--- src/rtl/param_writer_pkg.sv ---
// param_writer_pkg: shared types and constants for the serial parameter writer.
// Latency: n/a (definitions only). Backpressure: n/a.
// Contents: FSM state enum, frame field positions, write-command code and a
// decode helper. The PARITY state exists only when PARAM_WRITER_PARITY_EN is defined.
package param_writer_pkg;

    localparam int DATA_BITS = 8;
    localparam int IDX_W     = $clog2(DATA_BITS);

    // Data byte layout: [7:6] command, [5:4] parameter select, [3:0] value
    localparam int VAL_LSB = 0;
    localparam int VAL_MSB = 3;
    localparam int SEL_LSB = 4;
    localparam int SEL_MSB = 5;
    localparam int CMD_LSB = 6;
    localparam int CMD_MSB = 7;

    localparam logic [1:0] CMD_WRITE = 2'b10;

`ifdef PARAM_WRITER_PARITY_EN
    typedef enum logic [2:0] {
        IDLE   = 3'd0,
        START  = 3'd1,
        DATA   = 3'd2,
        PARITY = 3'd3,
        STOP   = 3'd4
    } state_t;
`else
    typedef enum logic [2:0] {
        IDLE  = 3'd0,
        START = 3'd1,
        DATA  = 3'd2,
        STOP  = 3'd3
    } state_t;
`endif

    function automatic logic is_write(input logic [DATA_BITS-1:0] b);
        return b[CMD_MSB:CMD_LSB] == CMD_WRITE;
    endfunction

    function automatic logic [1:0] field_sel(input logic [DATA_BITS-1:0] b);
        return b[SEL_MSB:SEL_LSB];
    endfunction

    function automatic logic [3:0] field_val(input logic [DATA_BITS-1:0] b);
        return b[VAL_MSB:VAL_LSB];
    endfunction

endpackage

--- src/rtl/param_writer_sync_2ff.sv ---
// sync_2ff: two-flop synchronizer for a single asynchronous level signal.
// Latency: 2 clock cycles from d to q. Backpressure: none.
// Ports: clock, reset (async active-high, flops load RESET_VAL), d (async in), q (synchronized out).
module sync_2ff #(
    parameter logic RESET_VAL = 1'b1
) (
    input  logic clock,
    input  logic reset,
    input  logic d,
    output logic q
);

    logic meta_q;
    logic sync_q;

    always_ff @(posedge clock or posedge reset) begin
        if (reset) begin
            meta_q <= RESET_VAL;
            sync_q <= RESET_VAL;
        end else begin
            meta_q <= d;
            sync_q <= meta_q;
        end
    end

    assign q = sync_q;

endmodule

--- src/rtl/param_writer.sv ---
// param_writer: decodes framed serial writes into time-parameter store updates.
// Latency: reprogram/frame_error asserted the cycle after the stop-bit sample. Backpressure: none (fire-and-forget strobe).
// Ports: clock, reset (async active-high), serial_in (async, idles high);
//        time_param_sel/time_value (last accepted write), reprogram (1-cycle strobe),
//        frame_error (1-cycle reject pulse), busy (frame in progress).
// Build option: define PARAM_WRITER_PARITY_EN to add an even-parity bit after the data bits.
module param_writer
    import param_writer_pkg::*;
#(
    parameter int CLKS_PER_BIT = 16
) (
    input  logic       clock,
    input  logic       reset,
    input  logic       serial_in,
    output logic [1:0] time_param_sel,
    output logic [3:0] time_value,
    output logic       reprogram,
    output logic       frame_error,
    output logic       busy
);

    localparam int CNT_W = $clog2(CLKS_PER_BIT);
    localparam logic [CNT_W-1:0] CNT_LAST = CNT_W'(CLKS_PER_BIT - 1);
    localparam logic [CNT_W-1:0] CNT_HALF = CNT_W'(CLKS_PER_BIT / 2 - 1);
    localparam logic [IDX_W-1:0] IDX_LAST = IDX_W'(DATA_BITS - 1);

    logic rx;
    logic rx_prev_q;
    logic fall;

    state_t                 state_q, state_d;
    logic [CNT_W-1:0]       cnt_q, cnt_d;
    logic [IDX_W-1:0]       bit_idx_q, bit_idx_d;
    logic [DATA_BITS-1:0]   shift_q, shift_d;
    logic [1:0]             sel_q, sel_d;
    logic [3:0]             val_q, val_d;
    logic                   reprogram_q, reprogram_d;
    logic                   frame_error_q, frame_error_d;
    logic                   accept;
`ifdef PARAM_WRITER_PARITY_EN
    logic                   parity_bad_q, parity_bad_d;
`endif

    sync_2ff #(
        .RESET_VAL (1'b1)
    ) u_sync (
        .clock (clock),
        .reset (reset),
        .d     (serial_in),
        .q     (rx)
    );

    // Edge detect on the synchronized line: a line held low produces no edge,
    // and a line still low when reset releases looks like a fresh start.
    assign fall = rx_prev_q & ~rx;

`ifdef PARAM_WRITER_PARITY_EN
    assign accept = rx & is_write(shift_q) & ~parity_bad_q;
`else
    assign accept = rx & is_write(shift_q);
`endif

    always_comb begin
        state_d       = state_q;
        cnt_d         = cnt_q + CNT_W'(1);
        bit_idx_d     = bit_idx_q;
        shift_d       = shift_q;
        sel_d         = sel_q;
        val_d         = val_q;
        reprogram_d   = 1'b0;
        frame_error_d = 1'b0;
`ifdef PARAM_WRITER_PARITY_EN
        parity_bad_d  = parity_bad_q;
`endif

        unique case (state_q)
            IDLE: begin
                cnt_d = '0;
                if (fall) begin
                    state_d = START;
                end
            end

            START: begin
                // Half-bit wait lands subsequent samples in mid-bit.
                if (cnt_q == CNT_HALF) begin
                    cnt_d     = '0;
                    bit_idx_d = '0;
                    state_d   = rx ? IDLE : DATA;
                end
            end

            DATA: begin
                if (cnt_q == CNT_LAST) begin
                    cnt_d     = '0;
                    shift_d   = {rx, shift_q[DATA_BITS-1:1]};
                    bit_idx_d = bit_idx_q + IDX_W'(1);
                    if (bit_idx_q == IDX_LAST) begin
`ifdef PARAM_WRITER_PARITY_EN
                        state_d = PARITY;
`else
                        state_d = STOP;
`endif
                    end
                end
            end

`ifdef PARAM_WRITER_PARITY_EN
            PARITY: begin
                if (cnt_q == CNT_LAST) begin
                    cnt_d        = '0;
                    // Even parity: data ones plus parity bit must be even.
                    parity_bad_d = rx ^ (^shift_q);
                    state_d      = STOP;
                end
            end
`endif

            STOP: begin
                if (cnt_q == CNT_LAST) begin
                    cnt_d   = '0;
                    state_d = IDLE;
                    if (accept) begin
                        sel_d       = field_sel(shift_q);
                        val_d       = field_val(shift_q);
                        reprogram_d = 1'b1;
                    end else begin
                        frame_error_d = 1'b1;
                    end
                end
            end

            default: begin
                cnt_d   = '0;
                state_d = IDLE;
            end
        endcase
    end

    always_ff @(posedge clock or posedge reset) begin
        if (reset) begin
            rx_prev_q     <= 1'b1;
            state_q       <= IDLE;
            cnt_q         <= '0;
            bit_idx_q     <= '0;
            shift_q       <= '0;
            sel_q         <= '0;
            val_q         <= '0;
            reprogram_q   <= 1'b0;
            frame_error_q <= 1'b0;
`ifdef PARAM_WRITER_PARITY_EN
            parity_bad_q  <= 1'b0;
`endif
        end else begin
            rx_prev_q     <= rx;
            state_q       <= state_d;
            cnt_q         <= cnt_d;
            bit_idx_q     <= bit_idx_d;
            shift_q       <= shift_d;
            sel_q         <= sel_d;
            val_q         <= val_d;
            reprogram_q   <= reprogram_d;
            frame_error_q <= frame_error_d;
`ifdef PARAM_WRITER_PARITY_EN
            parity_bad_q  <= parity_bad_d;
`endif
        end
    end

    assign time_param_sel = sel_q;
    assign time_value     = val_q;
    assign reprogram      = reprogram_q;
    assign frame_error    = frame_error_q;
    assign busy           = (state_q != IDLE);

endmodule

--- config.mk ---
export PLATFORM = sky130hd
export DESIGN_NAME = param_writer
export DESIGN_NICKNAME = d
export VERILOG_FILES = /design/src/rtl/param_writer_pkg.sv /design/src/rtl/param_writer_sync_2ff.sv /design/src/rtl/param_writer.sv
export SDC_FILE = /design/constraint.sdc
export NUM_CORES = 1
export LEC_CHECK = 0
export ABC_AREA = 1
export BUFFER_PORTS_ARGS = -buffer_cell sky130_fd_sc_hd__buf_2
export CORE_MARGIN = 5
export CORE_UTILIZATION = 35
export DETAILED_ROUTE_END_ITERATION = 8
export GPL_TIMING_DRIVEN = 0
export SETUP_SLACK_MARGIN = 0.3
export SYNTH_ARGS = -nofsm -noshare
export SYNTH_HDL_FRONTEND = slang
export SYNTH_HIERARCHICAL = 1
export SYNTH_SLANG_ARGS = --single-unit
export TNS_END_PERCENT = 50
--- constraint.sdc ---
create_clock -name clock -period 2.3 [get_ports clock]
set_input_delay 0.575 -clock clock [delete_from_list [all_inputs] [get_ports clock]]
set_output_delay 0.575 -clock clock [all_outputs]
set_load 0.01 [all_outputs]
==> results of run 1 <==
[cells in the final DEF, fill, tap and decap left out, types with 2 or more instances in the layout]
cell type / synthesis / layout
nand4_1: 3 / 3
dfstp_2: 3 / 3
clkbuf_4: 0 / 3
nor3_1: 3 / 3
o21ai_2: 12 / 12
dfrtp_1: 25 / 25
nor2_1: 9 / 8
nand3_1: 2 / 2
ha_1: 3 / 3
buf_2: 0 / 11
o21ai_0: 8 / 8
nor2_2: 1 / 2
inv_1: 23 / 23
nand2_1: 26 / 26
nand2_2: 4 / 4
buf_6: 2 / 2
[worst max-delay path: stages (launching register included)]
cell and delay [ns]:
dfrtp_1 0.48, nor2_2 0.24, inv_1 0.06, buf_2 0.14
[registers in the layout, indices dropped and copies added, names as in the netlist]
name / cells
bit_idx_q: 3
cnt_q: 4
rx_prev_q: 1
time_param_sel: 2
frame_error: 1
state_q: 2
u_sync/meta_q: 1
shift_q: 8
time_value: 4
u_sync/q: 1
reprogram: 1
[power by group]
group	switching, mW	internal, mW	leakage [nW]
sequential	0.0410	0.536	0.374
clock	0.139	0.0968	0.0210
combinational	0.143	0.0761	0.305
total	0.323	0.709	0.700
[worst max path at each step]
| stage | startpoint | endpoint | slack [ns] |
|---|---|---|---|
| 3_3_place_gp | reset | time_value[1] | 0.81 |
| 2_1_floorplan | state_q[1] | busy | 0.99 |
| 6_report | state_q[1] | busy | 0.50 |
| 5_1_grt | state_q[1] | busy | 0.38 |
| 3_5_place_dp | reset | time_value[0] | 0.77 |
| 4_1_cts | state_q[1] | busy | 0.40 |
[cell families after synthesis]
| logic type | synth area share (%) |
|---|---|
| and+or+nand+nor | 16.8 |
| DFF | 57.4 |
| buffers and inverters | 9.18 |
| AOI/OAI and AO/OA | 13.5 |
| adders and majority gates | 3.06 |
[what timing repair did]
action	CTS	global route
endpoints found under the setup margin	0	1
gates resized for setup	0	1
buffers inserted	0	0
[per-layer routing]
metal,global-route usage (%),wire length [um]
met5,0,0
met4,2.60,19
met3,3.48,118
met2,14.0,852
met1,12.3,941
[final cells by class]
class | count | area (um2)
fill | 348 | 1990
sequential | 28 | 704
multi-input combinational | 74 | 412
inverter | 24 | 90.1
tap | 46 | 57.6
timing repair buffer | 11 | 55.1
clock buffer | 4 | 36.3
buffer | 2 | 22.5
==> metrics.md, run 1 <==
| Metric | Value |
|---|---|
| Vias per cell | 4.47 |
| Setup crit end kind | primary output |
| Slew Viols, Final | 0 |
| N_diodes | 0 |
| Leading area contributor after synthesis | dfrtp_1 |
| Std cell rows | 21 |
| Syn_nets | 134 |
| Layout Nets | 150 |
| Reg2reg setup slack | 0.79 ns |
| Async SR Flop Fraction | 100% |
| Wire per inst | 10.2 um |
| Ys flop type | dfrtp_1 |
| Relative slew slack | 35.5% |
| Initial Utilization | 36.5% |
| Largest net degree at the start of global routing | 27 |
| Die ar. | 4790 um2 |
| # port buffers | 11 |
| DRC violations left | 0 |
| Final min period | 1.80 ns |
| Placed Cells | 185 |
| Pwr dens | 749 nW/um2 |
| Root Driver | clkbuf_4 |
| Worst Max-Slew Pin Slew | 0.966 ns |
| Leak pwr | 0.700 nW |
| CTS sink cnt | 28 |
| Worst r2r src | cnt_q[0] |
| Setup CP Type | register to primary output |
| Final core utilization | 41.0% |
| Synth cell types | 18 |
| RSZ-0062 raised after global routing | false |
| Top cells by count, synth | nand2_1, dfrtp_1, inv_1, o21ai_2, nor2_1 |
| Total power | 1.03 mW |
| Final hold violation count | 0 |
| Vias in the first global route | 814 |
| Pre-CTS WS | 0.766 ns |
| Cell count after synthesis | 128 |
| H-tree levels | 1 |
| Routability congestion estimate | 0.740 |
| TNS Setup | 0 ns |
| Post-DP HPWL | 1.44 mm |
| Main area contributors after synthesis | dfrtp_1, o21ai_2, nand2_1 |
| Hold_buf cts | 0 |
| Yosys warns | 6 |
| Synth-to-Final Area Change | 12.3% |
| Layout cells sized above 1 | 28.0% |
| Count leader, synth | nand2_1 |
| Max VDD drop | 0.434 mV |
| Max Freq | 554 MHz |
| Area after DPL | 1340 um2 |
| Worst hold path class | input port to async pin |
| Worst-path fanout max | 6 |
| Num CTS Buffers | 3 |
| Post-route ant nets | 0 |
| Clock latency on the worst-skew pair | 0.32 ns |
| Worst EP arrival | 1.23 ns |
| Status | finished, final reports clean |
| Chip width | 69.2 um |
| Clk slew on worst S/H paths | 0.14 ns |
| Die Y | 69.2 um |
| Final cell count without fillers | 189 |
| Post-synth EDFFs | 0 |
| Setup violators final | 0 |
| Worst EP required | 1.73 ns |
| Final wirelength | 1.93 mm |
| Clock skew | 0.00223 ns |
| MaxCap Viol Count | 0 |
| Ports | 12 |
| Hold slack | 0.250 ns |
| Total iterations of the first detailed-routing run | 4 |
| Design area | 1380 um2 |
| Reg-to-reg endpoint | cnt_q[3] |
| Seq/Total Area, Yosys | 57.4% |
| #FFs+latches synth | 28 |
| Clock tree buffer depth | 2 |
| DR iter-0 viols | 60 |
| Core area | 3360 um2 |
| Post-route setup slack | 0.497 ns |
| CP Launch Type | register |
| Fin crit share | 78.4% |
| Syn Area/Cell | 9.58 um2 |
| Synth Cell Area | 1230 um2 |
| Via count | 844 |
| Reg2Reg Depth | 6 |
| Initial antenna violation count | 0 |
| GRT overflow | 0 |
| Gr usage total | 9.22% |
| Area share of the largest cell type after synthesis | 51.0% |
| CTS tree | built |
| First-pass GRT wire length | 3.62 mm |
Power figures use the tool's default switching activity.
==> run 2, diff against run 1 <==
==> constraint.sdc (replaced) <==
create_clock -name clock -period 1.5 [get_ports clock]
set_input_delay 0.375 -clock clock [delete_from_list [all_inputs] [get_ports clock]]
set_output_delay 0.375 -clock clock [all_outputs]
set_load 0.01 [all_outputs]
==> metrics.md, run 2 (synthesis results as in run 1) <==
| Metric | Value |
|---|---|
| Fin crit share | 98.3% |
| Die ar. | 4790 um2 |
| Vias per cell | 4.43 |
| Largest net degree at the start of global routing | 27 |
| RSZ-0062 raised after global routing | true |
| Design area | 1770 um2 |
| Std cell rows | 21 |
| Max VDD drop | 0.888 mV |
| Worst hold path class | input port to async pin |
| Total iterations of the first detailed-routing run | 4 |
| Clock latency on the worst-skew pair | 0.35 ns |
| CP Launch Type | register |
| Max Freq | 678 MHz |
| Slew Viols, Final | 0 |
| DRC violations left | 0 |
| TNS Setup | 0 ns |
| Layout cells sized above 1 | 56.8% |
| Final min period | 1.47 ns |
| Layout Nets | 169 |
| Reg-to-reg endpoint | time_value[3] |
| Root Driver | clkbuf_4 |
| Hold slack | 0.0473 ns |
| DR iter-0 viols | 34 |
| CP Capture Point | busy |
| Worst Max-Slew Pin Slew | 0.994 ns |
| Commonest cells after routing, fill and taps aside | dfrtp_1, inv_1, nand2_2, o21ai_2 |
| N_diodes | 0 |
| CTS sink cnt | 28 |
| GRT overflow | 0 |
| CTS tree | built |
| Relative slew slack | 33.7% |
| Initial antenna violation count | 0 |
| Setup crit end kind | primary output |
| Pre-CTS WS | 0.0798 ns |
| Routability congestion estimate | 0.752 |
| MaxCap Viol Count | 0 |
| Pwr dens | 1230 nW/um2 |
| First-pass GRT wire length | 4.16 mm |
| # port buffers | 11 |
| Commonest non-fill, non-tap cell in the layout | dfrtp_1 |
| Initial Utilization | 36.5% |
| Chip width | 69.2 um |
| Setup violators final | 0 |
| Most flops, register | shift_q |
| Area after DPL | 1350 um2 |
| Die Y | 69.2 um |
| Vias in the first global route | 907 |
| Synth-to-Final Area Change | 44.3% |
| Ports | 12 |
| Reg2Reg Depth | 9 |
| Wire per inst | 11.9 um |
| Max FFs per register | 8 |
| Clk slew on worst S/H paths | 0.17 ns |
| Post-route ant nets | 0 |
| Setup CP Type | register to primary output |
| Worst-path fanout max | 2 |
| Post-DP HPWL | 1.49 mm |
| Reg2reg setup slack | 0.15 ns |
| Clock skew | 0.0287 ns |
| Num CTS Buffers | 3 |
| Worst EP arrival | 1.10 ns |
| Worst EP required | 1.12 ns |
| Gr usage total | 10.7% |
| H-tree levels | 1 |
| Worst r2r src | cnt_q[1] |
| Post-route setup slack | 0.0251 ns |
| Core area | 3360 um2 |
| Status | finished, final reports clean |
| Via count | 921 |
| Leak pwr | 0.838 nW |
| Final wirelength | 2.47 mm |
| Hold_buf cts | 0 |
| Final hold violation count | 0 |
| Crit path launch | state_q[1] |
| Clock tree buffer depth | 2 |
-- run 2: area by class of cell --
class,instances,area (um2)
multi-input cells,74,576
flip-flops and latches,28,707
clock inverters,1,30.0
fillers,306,1590
inverters,24,95.1
well taps,46,57.6
plain buffers,2,26.3
clock buffers,3,22.5
repair buffers,30,255
-- run 2: how the worst min path moves through the flow --
| stage | from | end | cells after the start |
|---|---|---|---|
| final | reset | u_sync/meta_q | 2 |
| after global routing | reset | u_sync/meta_q | 2 |
| after CTS | reset | u_sync/meta_q | 2 |
| after detailed placement | u_sync/meta_q | u_sync/q | 0 |
| after global placement | u_sync/meta_q | u_sync/q | 0 |
| after floorplan | reset | u_sync/meta_q | 1 |
-- run 2: per-stage QoR --
step           power (mW)  utilization (%)  cells
6_report             2.18             52.6    208
5_1_grt              2.31             52.6    208
4_1_cts              2.01             48.7    204
3_5_place_dp         1.24             40.1    185
3_3_place_gp         1.22             40.1    185
2_1_floorplan        1.15                -    128
-- run 2: report_power, final --
part	internal [mW]	total [mW]	switching [mW]
sequential	0.824	0.904	0.0797
combinational	0.391	0.779	0.388
clock	0.271	0.501	0.231
-- run 2: what timing repair did --
item | 4_1_cts | 5_1_grt
gates cloned | 2 | 0
pin swaps | 10 | 15
endpoints found under the setup margin | 30 | 31
resized for setup | 34 | 32
buffers inserted | 13 | 4
-- run 2: critical path: stages (launching register included) --
cell and delay [ns]:
dfrtp_2 0.46, nor2_4 0.12, inv_1 0.04, buf_2 0.13
-- run 2: metal layers --
layer	vias to the layer above	track usage [%]	part of all wire, %
met5	-	0	0
met4	0	2.60	0.89
met3	5	3.77	3.7
met2	12	17.2	51
met1	439	13.8	45
li1	465	-	-
==> run 3, diff against run 2 <==
--- a/config.mk
+++ b/config.mk
@@ -11,9 +11,10 @@
 export CORE_UTILIZATION = 35
 export DETAILED_ROUTE_END_ITERATION = 8
 export GPL_TIMING_DRIVEN = 0
+export REMOVE_ABC_BUFFERS = 1
 export SETUP_SLACK_MARGIN = 0.3
 export SYNTH_ARGS = -nofsm -noshare
 export SYNTH_HDL_FRONTEND = slang
 export SYNTH_HIERARCHICAL = 1
 export SYNTH_SLANG_ARGS = --single-unit
-export TNS_END_PERCENT = 50
+export TNS_END_PERCENT = 100
==> metrics.md, run 3 (synthesis results as in run 1) <==
| Metric | Value |
|---|---|
| Fin crit share | 98.1% |
| Clk slew on worst S/H paths | 0.15 ns |
| Final wirelength | 2.48 mm |
| Initial antenna violation count | 0 |
| N_diodes | 0 |
| Die Y | 69.2 um |
| Setup CP Type | register to primary output |
| Worst Max-Slew Pin Slew | 0.934 ns |
| Leak pwr | 0.872 nW |
| Post-DP HPWL | 1.39 mm |
| Root Driver | clkbuf_4 |
| Hold_buf cts | 0 |
| DRC violations left | 0 |
| Vias in the first global route | 946 |
| Post-route ant nets | 0 |
| Design area | 1790 um2 |
| Pwr dens | 1060 nW/um2 |
| Reg2reg setup slack | 0.14 ns |
| First-pass GRT wire length | 4.21 mm |
| Worst r2r src | u_sync/q |
| Setup violators final | 0 |
| RSZ-0062 raised after global routing | true |
| Reg2Reg Depth | 5 |
| Synth-to-Final Area Change | 45.9% |
| Chip width | 69.2 um |
| GRT overflow | 0 |
| Max VDD drop | 0.649 mV |
| Filler instances | 300 |
| Hold slack | 0.0485 ns |
| Most flops, register | shift_q |
| Max FFs per register | 8 |
| Final core utilization | 53.2% |
| Routability congestion estimate | 0.754 |
| CP Launch Type | register |
| Post-route setup slack | 0.0284 ns |
| Total iterations of the first detailed-routing run | 4 |
| Max Freq | 680 MHz |
| Area after DPL | 1320 um2 |
| Clock latency on the worst-skew pair | 0.34 ns |
| Layout Nets | 172 |
| Largest net degree at the start of global routing | 27 |
| Core area | 3360 um2 |
| Num CTS Buffers | 3 |
| # port buffers | 11 |
| Std cell rows | 21 |
| TNS Setup | 0 ns |
| Commonest cells after routing, fill and taps aside | dfrtp_1, inv_1, buf_4 |
| Reg-to-reg endpoint | time_param_sel[1] |
| Wire per inst | 11.8 um |
| Worst-path fanout max | 2 |
| H-tree levels | 1 |
| Commonest non-fill, non-tap cell in the layout | dfrtp_1 |
| Clock tree buffer depth | 2 |
| Layout cells sized above 1 | 56.4% |
| DR iter-0 viols | 62 |
| MaxCap Viol Count | 0 |
| Pre-CTS WS | -0.117 ns |
| Clock skew | 0.0185 ns |
| Via count | 950 |
| Relative slew slack | 37.6% |
| Worst EP required | 1.12 ns |
| Initial Utilization | 36.5% |
| Worst hold path class | input port to async pin |
| CTS tree | built |
| Final min period | 1.47 ns |
| Status | finished, final reports clean |
| Vias per cell | 4.50 |
| Worst EP arrival | 1.10 ns |
| CTS sink cnt | 28 |
| Gr usage total | 10.8% |
| Die ar. | 4790 um2 |
| Final hold violation count | 0 |
| Slew Viols, Final | 0 |
| Setup crit end kind | primary output |
| Ports | 12 |
-- run 3: changes by cell type in the layout (fill, tap and decap cells not counted), moves of 2 or more --
cell,delta
buf_6,-7
nor2_4,+2
inv_4,+4
nand2_2,-8
nand2_4,+7
inv_2,-2
buf_4,+9
-- run 3: repair_timing --
action                                  in CTS  in global routing
endpoints found under the setup margin      31                 32
cloned                                       2                  0
setup buffers                               18                  4
pin swaps                                    6                 10
hold endpoints to repair                     0                  0
resized for setup                           54                 18
-- run 3: area by class of cell --
cell class              instances  area [um2]  share of cell area (%)
flip-flops and latches         28         707                    39.5
multi-input cells              75         623                    34.8
repair buffers                 34         275                    15.4
inverters                      24         100                    5.59
well taps                      46        57.6                    3.22
clock buffers                   4        26.3                    1.47
-- run 3: worst max-delay path by stage --
stage / startpoint / to / cells after the start
floorplan: cnt_q[0] / time_value[0] / 9
global placement: cnt_q[0] / time_value[0] / 9
detailed placement: cnt_q[0] / time_value[0] / 9
CTS: state_q[0] / busy / 3
global route: state_q[1] / busy / 3
finish: state_q[1] / busy / 3
-- run 3: power by group --
group	leakage (nW)	switching, mW	internal (mW)	total (mW)
Combinational	0.486	0.359	0.301	0.660
Sequential	0.370	0.0859	0.824	0.910
Clock	0.0150	0.218	0.105	0.323
Total	0.872	0.663	1.23	1.89
-- run 3: through the flow --
step / power, mW / cells
6_report: 1.89 / 211
5_1_grt: 2.01 / 211
4_1_cts: 1.80 / 207
3_5_place_dp: 1.23 / 183
3_3_place_gp: 1.21 / 183
2_1_floorplan: 1.15 / 126
-- run 3: worst max-delay path: stages, from the launching register on --
cell	delay, ns
dfrtp_2	0.46
nor2_4	0.13
inv_1	0.04
buf_2	0.13
-- run 3: metal layers --
metal	share of wire (%)	wire [um]	global-route usage, %	vias up
met3	3.8	94	3.77	9
met1	44	1100	13.6	447
met2	50	1240	17.4	16
met5	0	0	0	-
met4	1.9	48	3.69	0
li1	-	-	-	478
